### config.mk
export PLATFORM = sky130hd
export DESIGN_NAME = req_tenure_ctrl_flat
export DESIGN_NICKNAME = d
export VERILOG_FILES = /design/src/rtl/req_tenure_ctrl_pkg.sv /design/src/rtl/req_tenure_ctrl_if.sv /design/src/rtl/req_tenure_ctrl_chan.sv /design/src/rtl/req_tenure_ctrl.sv /design/src/flat_wrapper.sv
export SDC_FILE = /design/constraint.sdc
export NUM_CORES = 1
export LEC_CHECK = 0
export CAP_MARGIN = 10
export CELL_PAD_IN_SITES_DETAIL_PLACEMENT = 1
export CELL_PAD_IN_SITES_GLOBAL_PLACEMENT = 1
export CORE_MARGIN = 2
export CORE_UTILIZATION = 43
export DETAILED_ROUTE_END_ITERATION = 8
export PLACE_DENSITY = 0.87
export SLEW_MARGIN = 15
export SYNTH_ARGS = -nofsm -noshare
export SYNTH_HDL_FRONTEND = slang
export SYNTH_HIERARCHICAL = 1
export SYNTH_SLANG_ARGS = --single-unit
### constraint.sdc
create_clock -name clock -period 3.7 [get_ports clock]
set_clock_uncertainty 0.05 [all_clocks]
set_input_delay 0.74 -clock clock [delete_from_list [all_inputs] [get_ports clock]]
set_output_delay 0.74 -clock clock [all_outputs]
set_load 0.03 [all_outputs]
### src/rtl/req_tenure_ctrl_pkg.sv
// Shared types and constants for the 4-way request tenure controller.
package fsm_full_pkg;

  localparam int NUM_CH = 4;

  typedef enum logic [1:0] {
    IDLE    = 2'd0,
    REQ     = 2'd1,
    XFER    = 2'd2,
    RELEASE = 2'd3
  } ch_state_t;

endpackage

### src/rtl/req_tenure_ctrl_if.sv
// Client/arbiter-facing bundle of the tenure controller: starts and lengths in,
// per-channel req/gnt pairs, and per-channel status pulses out.
interface req_tenure_ctrl_if
  import fsm_full_pkg::*;
#(
  parameter int LEN_W = 4
);

  logic [NUM_CH-1:0]       start;
  logic [NUM_CH*LEN_W-1:0] len;
  logic                    gnt_0;
  logic                    gnt_1;
  logic                    gnt_2;
  logic                    gnt_3;
  logic                    req_0;
  logic                    req_1;
  logic                    req_2;
  logic                    req_3;
  logic [NUM_CH-1:0]       busy;
  logic [NUM_CH-1:0]       done;
  logic [NUM_CH-1:0]       timeout;

  modport master (
    output start, len, gnt_0, gnt_1, gnt_2, gnt_3,
    input  req_0, req_1, req_2, req_3, busy, done, timeout
  );

  modport slave (
    input  start, len, gnt_0, gnt_1, gnt_2, gnt_3,
    output req_0, req_1, req_2, req_3, busy, done, timeout
  );

endinterface

### src/rtl/req_tenure_ctrl_chan.sv
// One request channel: turns a start strobe into a clean req level held for len+1 granted beats.
// REQ_TIMEOUT_EN adds an abandon path when no grant arrives within TIMEOUT cycles.
//
// state   | meaning
// IDLE    | waiting for start, req low
// REQ     | req high, no beat granted yet
// XFER    | req high, at least one beat consumed
// RELEASE | req low, waiting for the arbiter's lagging gnt to clear
module req_tenure_chan
  import fsm_full_pkg::*;
#(
  parameter int LEN_W   = 4,
  parameter int TIMEOUT = 16,
  parameter int TO_W    = 5
) (
  input  logic             clock,
  input  logic             reset,
  input  logic             start,
  input  logic [LEN_W-1:0] len,
  input  logic             gnt,
  output logic             req,
  output logic             busy,
  output logic             done,
  output logic             timeout
);

  localparam logic [1:0] S_IDLE    = 2'(IDLE);
  localparam logic [1:0] S_REQ     = 2'(REQ);
  localparam logic [1:0] S_XFER    = 2'(XFER);
  localparam logic [1:0] S_RELEASE = 2'(RELEASE);

  if (2**TO_W <= TIMEOUT) begin : g_to_w_check
    $error("TO_W too narrow to hold TIMEOUT");
  end

  logic [1:0]       state, state_nx;
  logic [LEN_W-1:0] beat_cnt, beat_nx;
  logic             done_r, done_nx;

`ifdef REQ_TIMEOUT_EN
  localparam logic [TO_W-1:0] TO_LAST = TO_W'(TIMEOUT - 1);

  logic [TO_W-1:0] to_cnt, to_cnt_nx;
  logic            to_r, to_nx;
`endif

  always_comb begin
    state_nx = state;
    beat_nx  = beat_cnt;
    done_nx  = 1'b0;
`ifdef REQ_TIMEOUT_EN
    to_cnt_nx = to_cnt;
    to_nx     = 1'b0;
`endif
    case (state)
      S_IDLE: begin
        if (start) begin
          state_nx = S_REQ;
          beat_nx  = len;
`ifdef REQ_TIMEOUT_EN
          to_cnt_nx = '0;
`endif
        end
      end
      S_REQ: begin
        // The granting edge out of REQ is itself a beat, so len=0 goes straight to RELEASE.
        if (gnt) begin
          if (beat_cnt == '0) begin
            state_nx = S_RELEASE;
          end else begin
            beat_nx  = beat_cnt - 1'b1;
            state_nx = S_XFER;
          end
        end
`ifdef REQ_TIMEOUT_EN
        else if (to_cnt == TO_LAST) begin
          state_nx = S_IDLE;
          to_nx    = 1'b1;
        end else begin
          to_cnt_nx = to_cnt + 1'b1;
        end
`endif
      end
      S_XFER: begin
        if (gnt) begin
          if (beat_cnt == '0) begin
            state_nx = S_RELEASE;
          end else begin
            beat_nx = beat_cnt - 1'b1;
          end
        end
      end
      S_RELEASE: begin
        if (!gnt) begin
          state_nx = S_IDLE;
          done_nx  = 1'b1;
        end
      end
      default: state_nx = S_IDLE;
    endcase
  end

  always_ff @(posedge clock or negedge reset) begin
    if (!reset) begin
      state    <= S_IDLE;
      beat_cnt <= '0;
      done_r   <= 1'b0;
    end else begin
      state    <= state_nx;
      beat_cnt <= beat_nx;
      done_r   <= done_nx;
    end
  end

`ifdef REQ_TIMEOUT_EN
  always_ff @(posedge clock or negedge reset) begin
    if (!reset) begin
      to_cnt <= '0;
      to_r   <= 1'b0;
    end else begin
      to_cnt <= to_cnt_nx;
      to_r   <= to_nx;
    end
  end

  assign timeout = to_r;
`else
  assign timeout = 1'b0;
`endif

  assign req  = (state == S_REQ) || (state == S_XFER);
  assign busy = (state != S_IDLE);
  assign done = done_r;

endmodule

### src/rtl/req_tenure_ctrl.sv
// Four independent request-tenure channels in front of the 4-way arbiter.
// Build with REQ_TIMEOUT_EN to let channels abandon an ungranted request.
module req_tenure_ctrl
  import fsm_full_pkg::*;
#(
  parameter int LEN_W   = 4,
  parameter int TIMEOUT = 16,
  parameter int TO_W    = 5
) (
  input  logic              clock,
  input  logic              reset,
  req_tenure_ctrl_if.slave  bus
);

  logic [NUM_CH-1:0] gnt_v;
  logic [NUM_CH-1:0] req_v;

  assign gnt_v = {bus.gnt_3, bus.gnt_2, bus.gnt_1, bus.gnt_0};

  for (genvar i = 0; i < NUM_CH; i++) begin : g_chan
    req_tenure_chan #(
      .LEN_W   (LEN_W),
      .TIMEOUT (TIMEOUT),
      .TO_W    (TO_W)
    ) u_chan (
      .clock   (clock),
      .reset   (reset),
      .start   (bus.start[i]),
      .len     (bus.len[i*LEN_W +: LEN_W]),
      .gnt     (gnt_v[i]),
      .req     (req_v[i]),
      .busy    (bus.busy[i]),
      .done    (bus.done[i]),
      .timeout (bus.timeout[i])
    );
  end

  assign bus.req_0 = req_v[0];
  assign bus.req_1 = req_v[1];
  assign bus.req_2 = req_v[2];
  assign bus.req_3 = req_v[3];

endmodule
### src/flat_wrapper.sv
// flat-port wrapper written by rule: the top's interface ports become plain ports
module req_tenure_ctrl_flat import fsm_full_pkg::*;
#(
  parameter int LEN_W   = 4,
  parameter int TIMEOUT = 16,
  parameter int TO_W    = 5
)
  (clock, reset, bus_start, bus_len, bus_gnt_0, bus_gnt_1, bus_gnt_2, bus_gnt_3, bus_req_0, bus_req_1, bus_req_2, bus_req_3, bus_busy, bus_done, bus_timeout);
  req_tenure_ctrl_if #(.LEN_W(LEN_W)) bus_i ();
  input  logic clock;
  input  logic reset;
  input wire logic [$bits(bus_i.start)-1:0] bus_start;
  input wire logic [$bits(bus_i.len)-1:0] bus_len;
  input wire logic [$bits(bus_i.gnt_0)-1:0] bus_gnt_0;
  input wire logic [$bits(bus_i.gnt_1)-1:0] bus_gnt_1;
  input wire logic [$bits(bus_i.gnt_2)-1:0] bus_gnt_2;
  input wire logic [$bits(bus_i.gnt_3)-1:0] bus_gnt_3;
  output wire logic [$bits(bus_i.req_0)-1:0] bus_req_0;
  output wire logic [$bits(bus_i.req_1)-1:0] bus_req_1;
  output wire logic [$bits(bus_i.req_2)-1:0] bus_req_2;
  output wire logic [$bits(bus_i.req_3)-1:0] bus_req_3;
  output wire logic [$bits(bus_i.busy)-1:0] bus_busy;
  output wire logic [$bits(bus_i.done)-1:0] bus_done;
  output wire logic [$bits(bus_i.timeout)-1:0] bus_timeout;
  assign bus_i.start = bus_start;
  assign bus_i.len = bus_len;
  assign bus_i.gnt_0 = bus_gnt_0;
  assign bus_i.gnt_1 = bus_gnt_1;
  assign bus_i.gnt_2 = bus_gnt_2;
  assign bus_i.gnt_3 = bus_gnt_3;
  assign bus_req_0 = bus_i.req_0;
  assign bus_req_1 = bus_i.req_1;
  assign bus_req_2 = bus_i.req_2;
  assign bus_req_3 = bus_i.req_3;
  assign bus_busy = bus_i.busy;
  assign bus_done = bus_i.done;
  assign bus_timeout = bus_i.timeout;
  req_tenure_ctrl #(.LEN_W(LEN_W), .TIMEOUT(TIMEOUT), .TO_W(TO_W)) u_core (.clock(clock), .reset(reset), .bus(bus_i));
endmodule
## Word level (Yosys, flattened, before mapping)

Index checks and enable logic that the tools add are counted.

- Multiplexer cells: 52
- Add/subtract/negate cells: 4
- Equality and inequality tests: 40
- Reduce and logical (&&, ||, !) cells: 32

Operators with widths:

| cell | count |
|---|---|
| $mux W4 | 12 |
| $ne A2 B2 Y1 const B | 24 |
| $mux W2 | 20 |
| $pmux W2 S4 | 4 |
| $pmux W4 S2 | 4 |
| $reduce_and A5 Y1 | 4 |
| $eq A2 B2 Y1 const B | 8 |
| $logic_not A4 Y1 | 4 |
| $reduce_and A4 Y1 | 4 |
| $reduce_bool A2 Y1 | 8 |
| $sub A4 B1 Y4 const B | 4 |
| $mux W1 | 12 |
| $eq A2 B1 Y1 const B | 4 |
| $logic_not A2 Y1 | 4 |
| $ne A2 B1 Y1 const B | 4 |
| $reduce_or A2 Y1 | 4 |
| $logic_or A1 B1 Y1 | 4 |

- Register bits: 28
- Output and inout bits: 16
- Input bits: 26
- Logic and storage cells: 140

## Longest topological paths before layout

- Depth after elaboration: 4
- Mapped depth: 6
- Gate-level depth less buffers: 5

## Modules after synthesis

Netlist, hierarchy kept.

Modules (own cells, without submodules):

| module | area an instance (um^2) | cells each | instances | seq. area each (um^2) |
|---|---|---|---|---|
| req_tenure_chan at u_core.g_chan[0].u_chan ... | 546.8 | 56 | 3 | 175.2 |
| req_tenure_chan at u_core.g_chan[3].u_chan | 525.5 | 55 | 1 | 175.2 |

## Worst setup path after synthesis

No wires, ideal clock.

- Kind: register to register
- Start: reg u_core.g_chan[0].u_chan.state[0]
- End: reg u_core.g_chan[0].u_chan.beat_cnt[3]
- Required time: 3.521 ns
- Cell stages (with the launch flop): 6
- Period minus slack after synthesis: 1.856 ns
- Setup time: 0.129 ns
- Arrival time: 1.678 ns
- Slack: 1.844 ns
- Buffers on the path: 0
- Path through: dfrtp_1 > inv_1 > ha_1 > mux2i_1 > nor4_1 > a2111o_1

- Longest elaborated chain between the ends: 4
- Elaborated cells on any way between the ends: 10
- Classes of those cells: eq/ne: 5; mux: 1; reduce/logical: 4

RTL lines:

| what | line | text |
|---|---|---|
| start: declaration | req_tenure_ctrl_chan.sv:36 | `logic [1:0] state, state_nx;` |
| start signal: assignment | req_tenure_ctrl_chan.sv:109 | `state <= state_nx;` |
| $eq A2 B1 Y1 or $eq A2 B2 Y1 (tied branches) | req_tenure_ctrl_chan.sv:55 | `case (state)` |
| $reduce_or A2 Y1 (no source line) | - |  |
| $ne A2 B2 Y1 (no source line), or another cell as far along | - |  |
| $reduce_and A4 Y1 (no source line) | - |  |
| end signal: assignment | req_tenure_ctrl_chan.sv:110 | `beat_cnt <= beat_nx;` |
| end: declaration | req_tenure_ctrl_chan.sv:37 | `logic [LEN_W-1:0] beat_cnt, beat_nx;` |

Parallel ways exist; a longest one is shown, timed or not.
A chain may end at the register's enable or synchronous reset.

## Worst setup path in the final report

- Start: reg u_core.g_chan[0].u_chan.state[0]
- End: out bus_req_0

- Longest elaborated chain between the ends: 2
- Elaborated cells on any way between the ends: 3
- Classes of those cells: eq/ne: 2; reduce/logical: 1

RTL lines:

| what | line | text |
|---|---|---|
| $eq A2 B1 Y1 or $eq A2 B2 Y1 (tied branches) | req_tenure_ctrl_chan.sv:131 | `assign req = (state == S_REQ) \|\| (state == S_XFER);` |
| $logic_or A1 B1 Y1 (*) | req_tenure_ctrl_chan.sv:131 |  |
| end: declaration | flat_wrapper.sv:18 | `output wire logic [$bits(bus_i.req_0)-1:0] bus_req_0;` |

Mark *: on every way between the ends. The rest lies on a longest branch, timed or not.

==> out/qor.txt <==
Die height = 75.0 um
Crit path buf inv count = 2
Die W = 75.0 um
Worst path slowest cell = clkdlybuf4s50_1
Post-synth top area share = 32.4%
Period utilization = 79.9%
Worst hold path depth = 1
Slew HR = 60.3%
Crit-path max FO = 15
RSZ-0062 raised after global routing = no
Post-synth top cells = 28 x dfrtp_1, 24 x ha_1, 20 x inv_1
DIE AREA = 5620 sq um
CP required = 2.91 ns
Area growth syn-to-layout = 22.4%
Critical path's top delay family = buffers and inverters
Core ar. = 4790 sq um
CTS H-tree lvls = 1
Syn Inst Count = 223
Synth Register Bits = 28
Vias per cell = 5.55
Final WL = 5.15 mm
CTS buffer count = 3
Final number of max-transition violations = 0
Post-CTS Hold Fix Bufs = 0
CTS tree = yes
Layout cells sized above 1 = 7.39%
Clock root buffer = clkbuf_8
# setup viols final = 0
Clock transition at path regs = 0.10 ns
CTS resizes = 0
CP Data Arrival Time = 2.17 ns
Worst-margin pin slew = 0.595 ns
Row count = 25
Syn avg cell area = 9.71 sq um
Crit Reg-Reg Startpoint = u_core/g_chan[0].u_chan/state[0]$_DFFE_PN0P_
Max cap viols = 0
Cells taking the most area after synthesis = dfrtp_1 32%, ha_1 14%, a2bb2oi_1 5.3%, inv_1 3.5%, o22ai_1 3.2%
Largest net degree at the start of global routing = 29
Vias in the first global route = 1,809
Kind of critical path = flop to output port
Worst VDD drop = 0.512 mV
Yosys warns = 6
Antenna diodes = 0
Fin Setup TNS = 0 ns
Initial antenna violation count = 0
I/O pin total = 42
# port buffers = 37
Min-Delay Path Class = flop to flop
Leading area contributor after synthesis = dfrtp_1
Crit-path cells = inv_1, ha_1, clkdlybuf4s50_1
Status = complete, no violations
TritonRoute pass-1 iters = 4
Post-synth EDFFs = 0
Final routed DRC violation total = 0
Final #Nets = 308
Synth Net Count = 273
Synth Flop Type = dfrtp_1
Pwr/cell area = 1050 nW/um^2
Flop-to-flop setup slack = 1.59 ns
Post-layout minimum cycle time = 2.96 ns
Min-delay src = u_core/g_chan[1].u_chan/state[1]$_DFFE_PN0P_
GRT overflow = 0
Clock latency on the worst-skew pair = 0.28 ns
Setup WS pre-CTS = 1.03 ns
RR Endpoint = u_core/g_chan[0].u_chan/beat_cnt[3]$_DFFE_PN0P_
Post-CTS Setup Bufs = 0
Global-route wire length before repair = 8.71 mm
Post-synthesis sequential area ratio = 32.4%
Count leader, synth = dfrtp_1
Worst Slack Setup Final = 0.744 ns
Startpoint type of the worst setup path = flop
Max Fclk = 338 MHz
RD Place Congestion = 0.811
ANT nets after route = 0
Starting Density = 45.3%
Async set or reset register ratio after synthesis = 100%
Worst reg-to-reg path cell count = 5
Vias = 1,797
CP endpoint kind = output port
Initial drt markers = 58
Leak Pwr = 1.14 nW
Hold EP = u_core/g_chan[1].u_chan/state[1]$_DFFE_PN0P_
WL/cell = 15.9 um
Unique masters post-synth = 36
Netlist Area Pre-Place = 2170 sq um
Gr usage total = 19.9%
CP peak stage delay = 0.75 ns
DP HPWL = 3.98 mm
Max Root-Sink Buffers = 2
TritonCTS Sinks = 28
Final hold vios = 0
# fillers = 553
-- flip-flops by register name (all words and copies together) (netlist names) --
signal and cells:
u_core/g_chan.u_chan/beat_cnt 16, u_core/g_chan.u_chan/state 8, u_core/g_chan.u_chan/done 4
-- placed cells by master, fill, tap and decap left out, types with 5 or more instances in the layout --
cell,Yosys,routed
a2bb2oi_1,13,13
a211oi_1,9,9
a21oi_1,5,5
nor2b_1,8,8
nor2_1,11,11
inv_1,20,20
clkdlybuf4s50_1,0,37
dfrtp_1,28,28
nand3_1,12,12
nand2_1,11,11
o22ai_1,11,11
ha_1,24,24
-- layer usage --
layer | track usage [%] | share of wire (%) | vias up | wire [um]
met5 | 0 | 0 | - | 0
met4 | 2.98 | 0.49 | 0 | 25
met3 | 2.81 | 2.4 | 5 | 123
met2 | 36.8 | 53 | 25 | 2730
met1 | 25.1 | 44 | 877 | 2270
li1 | - | - | 890 | -
-- cell type report --
type	count	area, sq um	area share (%)
clock inverter	1	30.0	1.13
clock buffer	3	41.3	1.56
inverter	20	75.1	2.83
timing repair buffer	38	378	14.3
sequential	28	701	26.4
multi-input combinational	167	1340	50.6
tap	67	83.8	3.16
-- through the flow --
stage / std cells / hold slack (ns) / total power, W / instance area (sq um) / util (%)
2_1_floorplan: 223 / 0.394 / 0.00205 / 2170 / -
3_3_place_gp: 320 / 0.511 / 0.00246 / 2580 / 53.9
3_5_place_dp: 320 / 0.522 / 0.00255 / 2580 / 53.9
4_1_cts: 324 / 0.545 / 0.00281 / 2650 / 55.4
5_1_grt: 324 / 0.573 / 0.00303 / 2650 / 55.4
6_report: 324 / 0.552 / 0.00279 / 2650 / 55.4
-- power by group --
part	internal [W]	switching (W)	total, W
combinational	0.000855	0.00104	0.00190
sequential	0.000465	0.000181	0.000646
clock	0.000145	0.0000989	0.000244
total	0.00147	0.00132	0.00279
-- worst register-to-register path: cells and delay by family, from the launching register on --
kind	cells	cell delay, ns
AOI/OAI and AO/OA	1	0.36
adders and majority gates	1	0.49
buffers and inverters	1	0.13
DFF	1	0.43
muxes	1	0.41
and+or+nand+nor	1	0.12
-- cells by family after synthesis --
logic type | count (synthesis) | synth area share [%]
multiplexers | 12 | 6.53
adder cells (fa/ha/maj) | 24 | 13.9
flip-flops | 28 | 32.4
AND/OR/NAND/NOR | 70 | 18.5
buffers and inverters | 28 | 5.72
AO/OA/AOI/OAI | 57 | 22.3
other | 4 | 0.693
-- worst max path at each step --
stage                                                      endpoint  depth (start not counted)  slack [ns]                                    startpoint
CTS                                                       bus_req_2                          3        0.71  u_core/g_chan[2].u_chan/state[0]$_DFFE_PN0P_
global route                                              bus_req_0                          3        0.60  u_core/g_chan[0].u_chan/state[0]$_DFFE_PN0P_
floorplan           u_core/g_chan[0].u_chan/beat_cnt[3]$_DFFE_PN0P_                          5        1.84  u_core/g_chan[0].u_chan/state[0]$_DFFE_PN0P_
finish                                                    bus_req_0                          3        0.74  u_core/g_chan[0].u_chan/state[0]$_DFFE_PN0P_
detailed placement                                        bus_req_2                          3        1.03  u_core/g_chan[2].u_chan/state[0]$_DFFE_PN0P_
global placement                                          bus_req_2                          3        1.13  u_core/g_chan[2].u_chan/state[0]$_DFFE_PN0P_
Power figures use the tool's default switching activity.
